[config.mk]
export PLATFORM = sky130hd
export DESIGN_NAME = es_decode_stage_ctrl
export DESIGN_NICKNAME = d
export VERILOG_FILES = /design/src/rtl/es_decode_stage_ctrl_pkg.sv /design/src/rtl/es_decode_stage_ctrl_hazard.sv /design/src/rtl/es_decode_stage_ctrl.sv
export SDC_FILE = /design/constraint.sdc
export NUM_CORES = 1
export LEC_CHECK = 0
export BUFFER_PORTS_ARGS = -buffer_cell sky130_fd_sc_hd__buf_2
export CORE_MARGIN = 2
export CORE_UTILIZATION = 30
export CTS_BUF_LIST = sky130_fd_sc_hd__clkbuf_4
export DETAILED_ROUTE_END_ITERATION = 8
export GPL_TIMING_DRIVEN = 0
export PLACE_DENSITY = 0.55
export SLEW_MARGIN = 20
export SYNTH_ARGS = -nofsm -noshare
export SYNTH_HDL_FRONTEND = slang
export SYNTH_SLANG_ARGS = --single-unit
[constraint.sdc]
create_clock -name clk -period 3.2 [get_ports clk]
set_input_delay 0.16 -clock clk [delete_from_list [all_inputs] [get_ports clk]]
set_output_delay 0.16 -clock clk [all_outputs]
set_load 0.005 [all_outputs]
[src/rtl/es_decode_stage_ctrl_pkg.sv]
// rtl/es_decode_stage_ctrl_pkg.sv - RV32I opcode constants shared by the decode-stage control
package es_decode_stage_ctrl_pkg;

   localparam logic [6:0] OP_LOAD   = 7'b0000011;
   localparam logic [6:0] OP_STORE  = 7'b0100011;
   localparam logic [6:0] OP_BRANCH = 7'b1100011;
   localparam logic [6:0] OP_RTYPE  = 7'b0110011;
   localparam logic [6:0] OP_LUI    = 7'b0110111;
   localparam logic [6:0] OP_AUIPC  = 7'b0010111;
   localparam logic [6:0] OP_JAL    = 7'b1101111;

   // addi x0,x0,0
   localparam logic [31:0] NOP_INSTR = 32'h00000013;

endpackage

[src/rtl/es_decode_stage_ctrl_hazard.sv]
// rtl/es_decode_stage_ctrl_hazard.sv - load-use hazard detect for the instruction in ID
module es_hazard_detect
   import es_decode_stage_ctrl_pkg::*;
(
   input  logic [6:0] opcode_i,
   input  logic [4:0] rs1_i,
   input  logic [4:0] rs2_i,
   input  logic       id_valid_i,
   input  logic       ex_is_load_i,
   input  logic [4:0] ex_rd_i,
   output logic       hazard_o
);

   logic rs1_used;
   logic rs2_used;

   always_comb begin
      rs1_used = !(opcode_i == OP_LUI || opcode_i == OP_AUIPC || opcode_i == OP_JAL);
      rs2_used = (opcode_i == OP_RTYPE || opcode_i == OP_STORE || opcode_i == OP_BRANCH);
      // a load into x0 never produces a value worth waiting for
      hazard_o = id_valid_i && ex_is_load_i && (ex_rd_i != 5'd0) &&
                 ((rs1_used && (rs1_i == ex_rd_i)) || (rs2_used && (rs2_i == ex_rd_i)));
   end

endmodule

[src/rtl/es_decode_stage_ctrl.sv]
// rtl/es_decode_stage_ctrl.sv - IF/ID register, EX load tracker and decode-stage stall/flush sequencing
module es_decode_stage_ctrl
   import es_decode_stage_ctrl_pkg::*;
#(
   parameter int              size  = 32,
   parameter int              CNT_W = 16,
   parameter logic [size-1:0] NOP   = NOP_INSTR
) (
   input  logic             clk,
   input  logic             reset,
   input  logic [size-1:0]  if_instr,
   input  logic [size-1:0]  if_pc,
   input  logic             if_valid,
   input  logic             mem_stall,
   input  logic             ex_flush,
   output logic [size-1:0]  id_instr,
   output logic [size-1:0]  id_pc,
   output logic             id_valid,
   output logic             pc_stall,
   output logic             idex_valid_next,
   output logic             hazard,
   output logic [CNT_W-1:0] stall_cnt
);

   logic [size-1:0]  id_instr_q, id_instr_d;
   logic [size-1:0]  id_pc_q, id_pc_d;
   logic             id_valid_q, id_valid_d;
   logic             ex_is_load_q, ex_is_load_d;
   logic [4:0]       ex_rd_q, ex_rd_d;
   logic [CNT_W-1:0] stall_cnt_q, stall_cnt_d;

   es_hazard_detect u_hazard (
      .opcode_i     (id_instr_q[6:0]),
      .rs1_i        (id_instr_q[19:15]),
      .rs2_i        (id_instr_q[24:20]),
      .id_valid_i   (id_valid_q),
      .ex_is_load_i (ex_is_load_q),
      .ex_rd_i      (ex_rd_q),
      .hazard_o     (hazard)
   );

   always_ff @(posedge clk or posedge reset) begin
      if (reset) begin
         id_instr_q   <= NOP;
         id_pc_q      <= '0;
         id_valid_q   <= 1'b0;
         ex_is_load_q <= 1'b0;
         ex_rd_q      <= 5'd0;
         stall_cnt_q  <= '0;
      end else begin
         id_instr_q   <= id_instr_d;
         id_pc_q      <= id_pc_d;
         id_valid_q   <= id_valid_d;
         ex_is_load_q <= ex_is_load_d;
         ex_rd_q      <= ex_rd_d;
         stall_cnt_q  <= stall_cnt_d;
      end
   end

   always_comb begin
      id_instr_d      = id_instr_q;
      id_pc_d         = id_pc_q;
      id_valid_d      = id_valid_q;
      ex_is_load_d    = ex_is_load_q;
      ex_rd_d         = ex_rd_q;
      stall_cnt_d     = stall_cnt_q;
      pc_stall        = 1'b0;
      idex_valid_next = id_valid_q;

      if (mem_stall) begin
         // whole pipe frozen; idex_valid_next only reports what ID would send
         pc_stall        = 1'b1;
         idex_valid_next = id_valid_q && !hazard;
      end else if (ex_flush) begin
         id_instr_d      = NOP;
         id_pc_d         = if_pc;
         id_valid_d      = 1'b0;
         ex_is_load_d    = 1'b0;
         ex_rd_d         = 5'd0;
         idex_valid_next = 1'b0;
      end else if (hazard) begin
         // bubble goes to EX, so the hazard is gone next cycle
         pc_stall        = 1'b1;
         idex_valid_next = 1'b0;
         ex_is_load_d    = 1'b0;
         ex_rd_d         = 5'd0;
         if (stall_cnt_q != {CNT_W{1'b1}}) begin
            stall_cnt_d = stall_cnt_q + CNT_W'(1);
         end
      end else begin
         ex_is_load_d = id_valid_q && (id_instr_q[6:0] == OP_LOAD);
         ex_rd_d      = id_instr_q[11:7];
         id_instr_d   = if_valid ? if_instr : NOP;
         id_pc_d      = if_pc;
         id_valid_d   = if_valid;
      end
   end

   assign id_instr  = id_instr_q;
   assign id_pc     = id_pc_q;
   assign id_valid  = id_valid_q;
   assign stall_cnt = stall_cnt_q;

endmodule

After elaboration in Yosys (flattened, before gate mapping). Index checks and enable logic that the tools add are counted.

Add/sub/neg operators: 1. Equality and inequality tests: 11. Mux-type cells: 17. Bitwise operators: 2. Reductions and logical operators: 17.

Operator list (number): $mux 32 (5); $eq 7x6->1 const B (3); $add 16x1->16 const B (1); $ne 16x16->1 const B (1); $eq 7x7->1 const B (2); $eq 5x5->1 (2); $mux 1 (10); $mux 5 (2); $eq 7x2->1 const B (1); $eq 7x5->1 const B (1); $logic_and 1x1->1 (7); $logic_or 1x1->1 (5); $reduce_bool 5->1 (1); $reduce_and 4->1 (1); $logic_not 1->1 (2); $ne 2x2->1 const B (1); $not 1->1 (2); $reduce_and 2->1 (1).

Bits in registers: 87. Word-level logic and storage cells: 54.

Depth between registers and ports, before layout. Gate-level depths: netlist of run 1.

Word-level depth: 10. Mapped depth: 9. Gate-level depth less buffers: 7.

Hierarchy. Synthesis of run 1 repeated with hierarchy kept, for this count alone.

Cells, all modules: 336. Area total of the unflattened synthesis: 3612.2 um2.

Modules (own cells, without submodules): es_decode_stage_ctrl (times used 1, cells an instance 313, area an instance 3434.5 um2, sequential area each 2180.8 um2); es_hazard_detect (times used 1, cells an instance 23, area an instance 177.7 um2, sequential area each 0.0 um2).

Worst setup path after synthesis of run 1. No wires, ideal clock.

Path type: flip-flop to flip-flop. Start point: register ex_rd_q[1]. End point: register id_pc_q[15] (netlist: id_pc[15]). Arrival: 2066 ps. Path slack: 1009 ps. Cell stages (with the launch flop): 9. Buffers on the path: 2. Clock period less this slack: 2191 ps. Cell sequence: dfrtp_1 -> or4_1 -> o211ai_2 -> nor4_2 -> nor2_2 -> o21a_1 -> buf_4 -> buf_6 -> mux2_2.

Word-level cells in the longest chain between the ends: 6. Elaborated cells between the ends (all ways): 10. Those cells by class: eq/ne: 3; reduce/logical: 7.

Ends and longest elaborated chain: start, declared (RTL line es_decode_stage_ctrl.sv:29) `logic [4:0] ex_rd_q, ex_rd_d;`; start signal, assigned (RTL line es_decode_stage_ctrl.sv:55) `ex_rd_q <= ex_rd_d;`; $eq 5x5->1 (RTL line es_decode_stage_ctrl_hazard.sv:22) `((rs1_used && (rs1_i == ex_rd_i)) || (rs2_used && (rs2_i == ex_rd_i)));`; $logic_and 1x1->1 (RTL line es_decode_stage_ctrl_hazard.sv:22); $logic_or 1x1->1 (RTL line es_decode_stage_ctrl_hazard.sv:22); $logic_and 1x1->1 (*) (RTL line es_decode_stage_ctrl_hazard.sv:21) `hazard_o = id_valid_i && ex_is_load_i && (ex_rd_i != 5'd0) &&`; $ne 2x2->1 (no line) (*); $reduce_and 2->1 (no line) (*); end signal, assigned (RTL line es_decode_stage_ctrl.sv:52) `id_pc_q <= id_pc_d;`; end, declared (RTL line es_decode_stage_ctrl.sv:26) `logic [size-1:0] id_pc_q, id_pc_d;`.

Every way passes the cells marked *; elsewhere a longest branch is shown, timed or not. A chain may end at the register's enable or synchronous reset.

Final worst setup path of run 1.
Start point: register ex_rd_q[1]. End point: register id_instr_q[4] (netlist: id_instr[4]).

Word-level cells in the longest chain between the ends: 6. Elaborated cells between the ends (all ways): 10. Those cells by class: eq/ne: 3; reduce/logical: 7.

Ends and longest elaborated chain: $eq 5x5->1 (RTL line es_decode_stage_ctrl_hazard.sv:22); $logic_and 1x1->1 (RTL line es_decode_stage_ctrl_hazard.sv:22); $logic_or 1x1->1 (RTL line es_decode_stage_ctrl_hazard.sv:22); $logic_and 1x1->1 (*) (RTL line es_decode_stage_ctrl_hazard.sv:21); $ne 2x2->1 (no line) (*); $reduce_and 2->1 (no line) (*); end signal, assigned (RTL line es_decode_stage_ctrl.sv:51) `id_instr_q <= id_instr_d;`; end, declared (RTL line es_decode_stage_ctrl.sv:25) `logic [size-1:0] id_instr_q, id_instr_d;`.

Marked as above.

==> impl_metrics.tcl, run 1 <==
set metrics [dict create \
    status "complete, no violations" \
    powerDensity_mw_per_mm2 386 \
    multi_input_area_mm2 0.00155 \
    grt_max_degree 47 \
    antenna_found_initial 0 \
    crit_path_cell_trace "or4_1 > o211ai_2 > nor4_2 > nor2_2 > buf_6 > inv_2 > buf_6 > a22oi_2 > a2bb2oi_1 > dlygate4sd3_1" \
    crit_fanout 10 \
    fin_tns_setup_ns 0 \
    p_leak_nw 2.79 \
    fillers 1225 \
    critPathBufInv 4 \
    synthArstFlopShare_pct 100 \
    fin_crit_sh_pct 87.4 \
    critPathKind "flop to flop" \
    syn_inst 319 \
    num_vias 3377 \
    wl_mm 11.0 \
    hpwl_mm 7.59 \
    grt_pass1_vias 3471 \
    drtIter0Drc 179 \
    hold-path-endpoint "ex_is_load_q" \
    path_clk_slew_ns 0.13 \
    netlist.top_cell.by_area "dfrtp_1" \
    ys_types 46 \
    diodes 0 \
    globalRouteOverflowTotal 0 \
    peakVddDrop_mv 0.223 \
    crit_path_max_incr_delay_ns 0.56 \
    fmax_mhz 357 \
    rr_startpoint "ex_rd_q[1]" \
    maxCapViolations 0 \
    fin_crit_ns 2.80 \
    drive_above_1_share_pct 39.7 \
    netlist_top_cells_count "dfrtp_1, nand2_1, a22oi_1, xnor2_1" \
    r2r_end "id_instr[4]" \
    slew-limit-headroom_pct 51.6 \
    drtPass1Iterations 5 \
    yosysWarnings 0 \
    numCtsBuffers 9 \
    rows 41 \
    rsz0062_at_grt "false" \
    portBuffers 152 \
    synthesis.nets 389 \
    hold_viol_final 0 \
    synth-edff-count 0 \
    cp.arrival_ns 3.21 \
    ys_seq_elements 87 \
    critPathRequiredTime_ns 3.61 \
    critPathLaunchType "flop" \
    crit_family "buffers and inverters" \
    initial_utilization_pct 30.8 \
    nNetsFinal 619 \
    avgSynthCellArea_um2 12.2 \
    die_h_um 118 \
    slowest_stage "dlygate4sd3_1" \
    clock_latency_ns 0.46 \
    critPathLaunch "ex_rd_q[1]" \
    htreeDepth 3 \
    crit_path_end_kind "flop" \
    antenna_left 0 \
    cpMostUsedCell "buf_6" \
    gp_congestion 0.763 \
    grt_pass1_wl_mm 17.7 \
    syn_to_final_growth_pct 46.0 \
    ys_seq_area_share_pct 55.9 \
    cts_tree "done" \
    synth_top_area_share_pct 53.9 \
    reg2regPathDepth 10 \
    tightest_slew_ns 0.718 \
    rrSetupSlack_ns 0.40 \
    wl_per_cell_um 15.1 \
    cts_setup_buffers 0 \
    coreArea_mm2 0.0127 \
    place_ws_ns 0.774 \
    synth_area_leaders "dfrtp_1, mux2_1, mux2_2" \
    hp-class "input port to flop" \
    syn-cell-area_mm2 0.00390 \
    ff_latch_area_mm2 0.00218 \
    min_from "mem_stall" \
    fin_ws_ns 0.402 \
    clock_sinks 87 \
    synth.most_common_cell "dfrtp_1" \
    grt_usage_pct 16.1 \
    finalMaxSlewViolations 0 \
    fp.dieW_um 118 \
    drc_errors 0 \
    die_area_mm2 0.0139 \
    worstHoldPathCells 4 \
    fin_skew_ns 0.0160 \
    cts_max_path_buffers 2 \
    finalSetupViolCount 0 \
    worst-path-stages 10 \
    root_buffer "clkbuf_4" \
    vias_per_cell 4.65 \
    synth_ff_type "dfrtp_1" \
    io_pins 153 \
]
## worst max-delay path by stage
stage                    to  slack [ns]
2_1_floorplan  ex_is_load_q        0.79
3_3_place_gp    id_instr[9]       -0.35
3_5_place_dp       id_pc[2]        0.77
4_1_cts            pc_stall        0.32
5_1_grt            pc_stall        0.22
6_report        id_instr[4]        0.40
## cell usage in the layout (no fill, tap or decap), drive strengths merged, types with 6 or more instances in the layout
master	n
nor4	6
nand2	30
a22o	11
nand4	8
a22oi	21
nor2	7
clkbuf	14
nand3	11
buf	165
and2	6
o21ai	19
xor2	6
dlygate4sd3	66
mux2	33
inv	13
dfrtp	84
xnor2	19
## where the power goes
group	total, mW	leakage (nW)	switching (mW)	internal [mW]
sequential	1.22	1.11	0.0500	1.17
combinational	0.359	1.60	0.153	0.206
clock	0.619	0.0749	0.387	0.232
## registers in the layout, summed over array words and instances, names as in the netlist
register,count
id_pc,32
ex_rd_q,5
stall_cnt,16
ex_is_load_q,1
id_valid,1
id_instr,32
## worst reg2reg max path, stage by stage, from the launching register on
cell,delay [ns]
dfrtp_1,0.46
or4_1,0.55
o211ai_2,0.20
nor4_2,0.10
nor2_2,0.16
buf_6,0.16
inv_2,0.06
buf_6,0.15
a22oi_2,0.18
a2bb2oi_1,0.16
dlygate4sd3_1,0.56
## logic make-up (layout without fill, tap and decap cells)
family | count (synthesis) | in the layout | synth area share (%)
adders and majority gates | 1 | 1 | 0.321
buffers and inverters | 29 | 264 | 4.23
xor gates and xnor gates | 25 | 25 | 5.81
and+or+nand+nor | 78 | 78 | 11.1
AOI/OAI and AO/OA | 66 | 66 | 13.1
DFF | 87 | 87 | 55.9
muxes | 33 | 33 | 9.53
## cell type report
class / count / share of cell area [%]
buffer: 17 / 2.11
tap: 172 / 3.78
multi-input combinational: 203 / 27.3
clock inverter: 7 / 1.08
timing repair buffer: 219 / 25.4
clock buffer: 9 / 1.19
inverter: 12 / 0.835
sequential: 87 / 38.3
## through the flow
stage / total power, mW / hold slack, ns / instances / util [%] / instance area, um2
2_1_floorplan: 1.38 / 0.294 / 319 / - / 3900
3_3_place_gp: 1.52 / 0.379 / 643 / 38.5 / 4880
3_5_place_dp: 1.54 / 0.261 / 644 / 38.7 / 4910
4_1_cts: 2.24 / 0.0127 / 725 / 44.9 / 5690
5_1_grt: 2.32 / 0.142 / 726 / 44.9 / 5700
6_report: 2.20 / 0.128 / 726 / 44.9 / 5700
## layer usage
metal / vias up / part of all wire (%) / GRT usage (%)
li1: 1610 / - / -
met5: - / 0 / 0
met1: 1644 / 44 / 19.9
met3: 12 / 5.3 / 4.07
met2: 111 / 50 / 27.5
met4: 0 / 1.3 / 5.05
## what timing repair did
item                                   in CTS  in global routing
endpoints found under the hold margin     104                  1
hold buffers                               65                  1
resized for setup                           0                  0
Note: power is estimated with default switching activity, not from simulation.
==> run 2, diff against run 1 <==
CORE_UTILIZATION = 50   (was 30)
PLACE_DENSITY = 0.83   (was 0.55)
==> run 2 against run 1 <==
  * First-iteration DRC count fell by 27%
  * Highest routed layer unchanged
  * Global-route usage rose by 9.5 points
  * Total power fell by 3.4%
  * Critical endpoint is now pc_stall
  * Wire length fell by 1.7%
  * Worst hold slack got worse by 0.12 ns
  * Final area fell by 4.8%
  * Via count rose by 0.24%
  * Largest cell class unchanged
  * Final cell count fell by 12%
  * Flip-flop and latch count did not move
  * Utilization rose by 26 points
  * Fmax rose by 1.2%
  * Clock power fell by 11%
==> impl_metrics.tcl, run 2 (synthesis gave the netlist of run 1 again) <==
set metrics [dict create \
    status "complete, no violations" \
    nNetsFinal 601 \
    globalRouteOverflowTotal 0 \
    path_clk_slew_ns 0.14 \
    drtIter0Drc 131 \
    critPathRequiredTime_ns 3.04 \
    wl_per_cell_um 16.9 \
    num_vias 3385 \
    clock_sinks 87 \
    htreeDepth 3 \
    critPathKind "flop to primary output" \
    grt_pass1_wl_mm 16.8 \
    vias_per_cell 5.30 \
    fin_ws_ns 0.436 \
    grt_usage_pct 25.6 \
    cts_max_path_buffers 2 \
    die_area_mm2 0.00852 \
    place_ws_ns 0.795 \
    root_buffer "clkbuf_4" \
    antenna_left 0 \
    finish.utilization_pct 70.9 \
    fmax_mhz 362 \
    initial_utilization_pct 51.0 \
    postCtsHoldBufs 48 \
    p_total_mw 2.12 \
    clock_latency_ns 0.44 \
    fin_crit_sh_pct 86.4 \
    rows 32 \
    rsz0062_at_grt "false" \
    hold_viol_final 0 \
    antenna_found_initial 1 \
    cp.arrival_ns 2.60 \
    tightest_slew_ns 0.787 \
    peakVddDrop_mv 0.225 \
    slew-limit-headroom_pct 46.9 \
    cts_tree "done" \
    gp_congestion 0.875 \
    portBuffers 152 \
    hpwl_mm 7.14 \
    fp.dieW_um 92.3 \
    final_common_cell "buf_2" \
    die_h_um 92.3 \
    finalMaxSlewViolations 0 \
    io_pins 153 \
    maxCapViolations 0 \
    hp-class "input port to flop" \
    syn_to_final_growth_pct 39.0 \
    critPathLaunchType "flop" \
    grt_max_degree 62 \
    grt_pass1_vias 3268 \
    cts_setup_buffers 0 \
    fin_tns_setup_ns 0 \
    powerDensity_mw_per_mm2 391 \
    p_leak_nw 2.70 \
    drc_errors 0 \
    numCtsBuffers 9 \
    crit_fanout 10 \
    wl_mm 10.8 \
    drive_above_1_share_pct 41.2 \
    finalSetupViolCount 0 \
    mostFrequentLayoutCells "buf_2, dfrtp_1, dlygate4sd3_1" \
    drtPass1Iterations 5 \
    coreArea_mm2 0.00765 \
    crit_path_end_kind "primary output" \
    cts-resized-gates 0 \
    fin_crit_ns 2.76 \
    fin_skew_ns 0.0216 \
]
[run 2: cell types whose count changed in the layout (fill, tap and decap cells not counted)]
cell / change
clkbuf_4: +1
clkinv_1: -1
bufinv_16: -1
inv_6: +1
diode_2: +1
clkinvlp_4: +3
clkinv_2: -3
dlygate4sd3_1: -18
[run 2: where the power goes]
part           internal (mW)  switching [mW]  leakage [nW]  total [mW]
Clock                  0.171           0.379        0.0571       0.550
Combinational          0.193           0.157          1.53       0.350
Sequential              1.17          0.0542          1.11        1.22
Total                   1.53           0.590          2.70        2.12
[run 2: critical path: stages, from the launching register on]
cell and delay (ns):
dfrtp_1 0.45, or4_1 0.56, o211ai_2 0.21, nor4_2 0.11, nor2_2 0.16, o21a_1 0.14
buf_4 0.17, inv_2 0.07, buf_2 0.18, buf_2 0.14
[run 2: layout make-up]
class                      count  area (um2)
fill                         567        2230
sequential                    87        2180
multi-input combinational    203        1550
timing repair buffer         201        1270
tap                          102         128
buffer                        17         120
clock buffer                  10        75.1
inverter                      12        47.5
clock inverter                 6        43.8
antenna                        1        2.50
[run 2: worst paths after layout]
path	start	end	slack (ns)	cells past startpoint
max	ex_rd_q[1]	pc_stall	0.44	9
min	if_instr[16]	id_instr[16]	0.008	3
max reg2reg	ex_rd_q[1]	id_pc[23]	0.77	8
min reg2reg	id_pc[22]	id_pc[22]	0.50	1
max in group asynchronous	reset	ex_rd_q[0]	2.30	4
min in group asynchronous	reset	id_pc[28]	0.28	3
[run 2: routing by layer]
layer	up-vias	GRT usage (%)	wire length (um)
li1	1585	-	-
met5	-	0	0
met2	159	42.4	5280
met1	1626	32.1	4410
met3	15	7.97	932
met4	0	8.46	172
[run 2: stage by stage]
stage | instances | area [um2] | hold WS [ns]
floorplan | 319 | 3900 | 0.294
global placement | 573 | 4790 | 0.378
detailed placement | 574 | 4820 | 0.164
CTS | 638 | 5420 | 0.00182
global route | 638 | 5420 | 0.00753
finish | 639 | 5420 | 0.00840
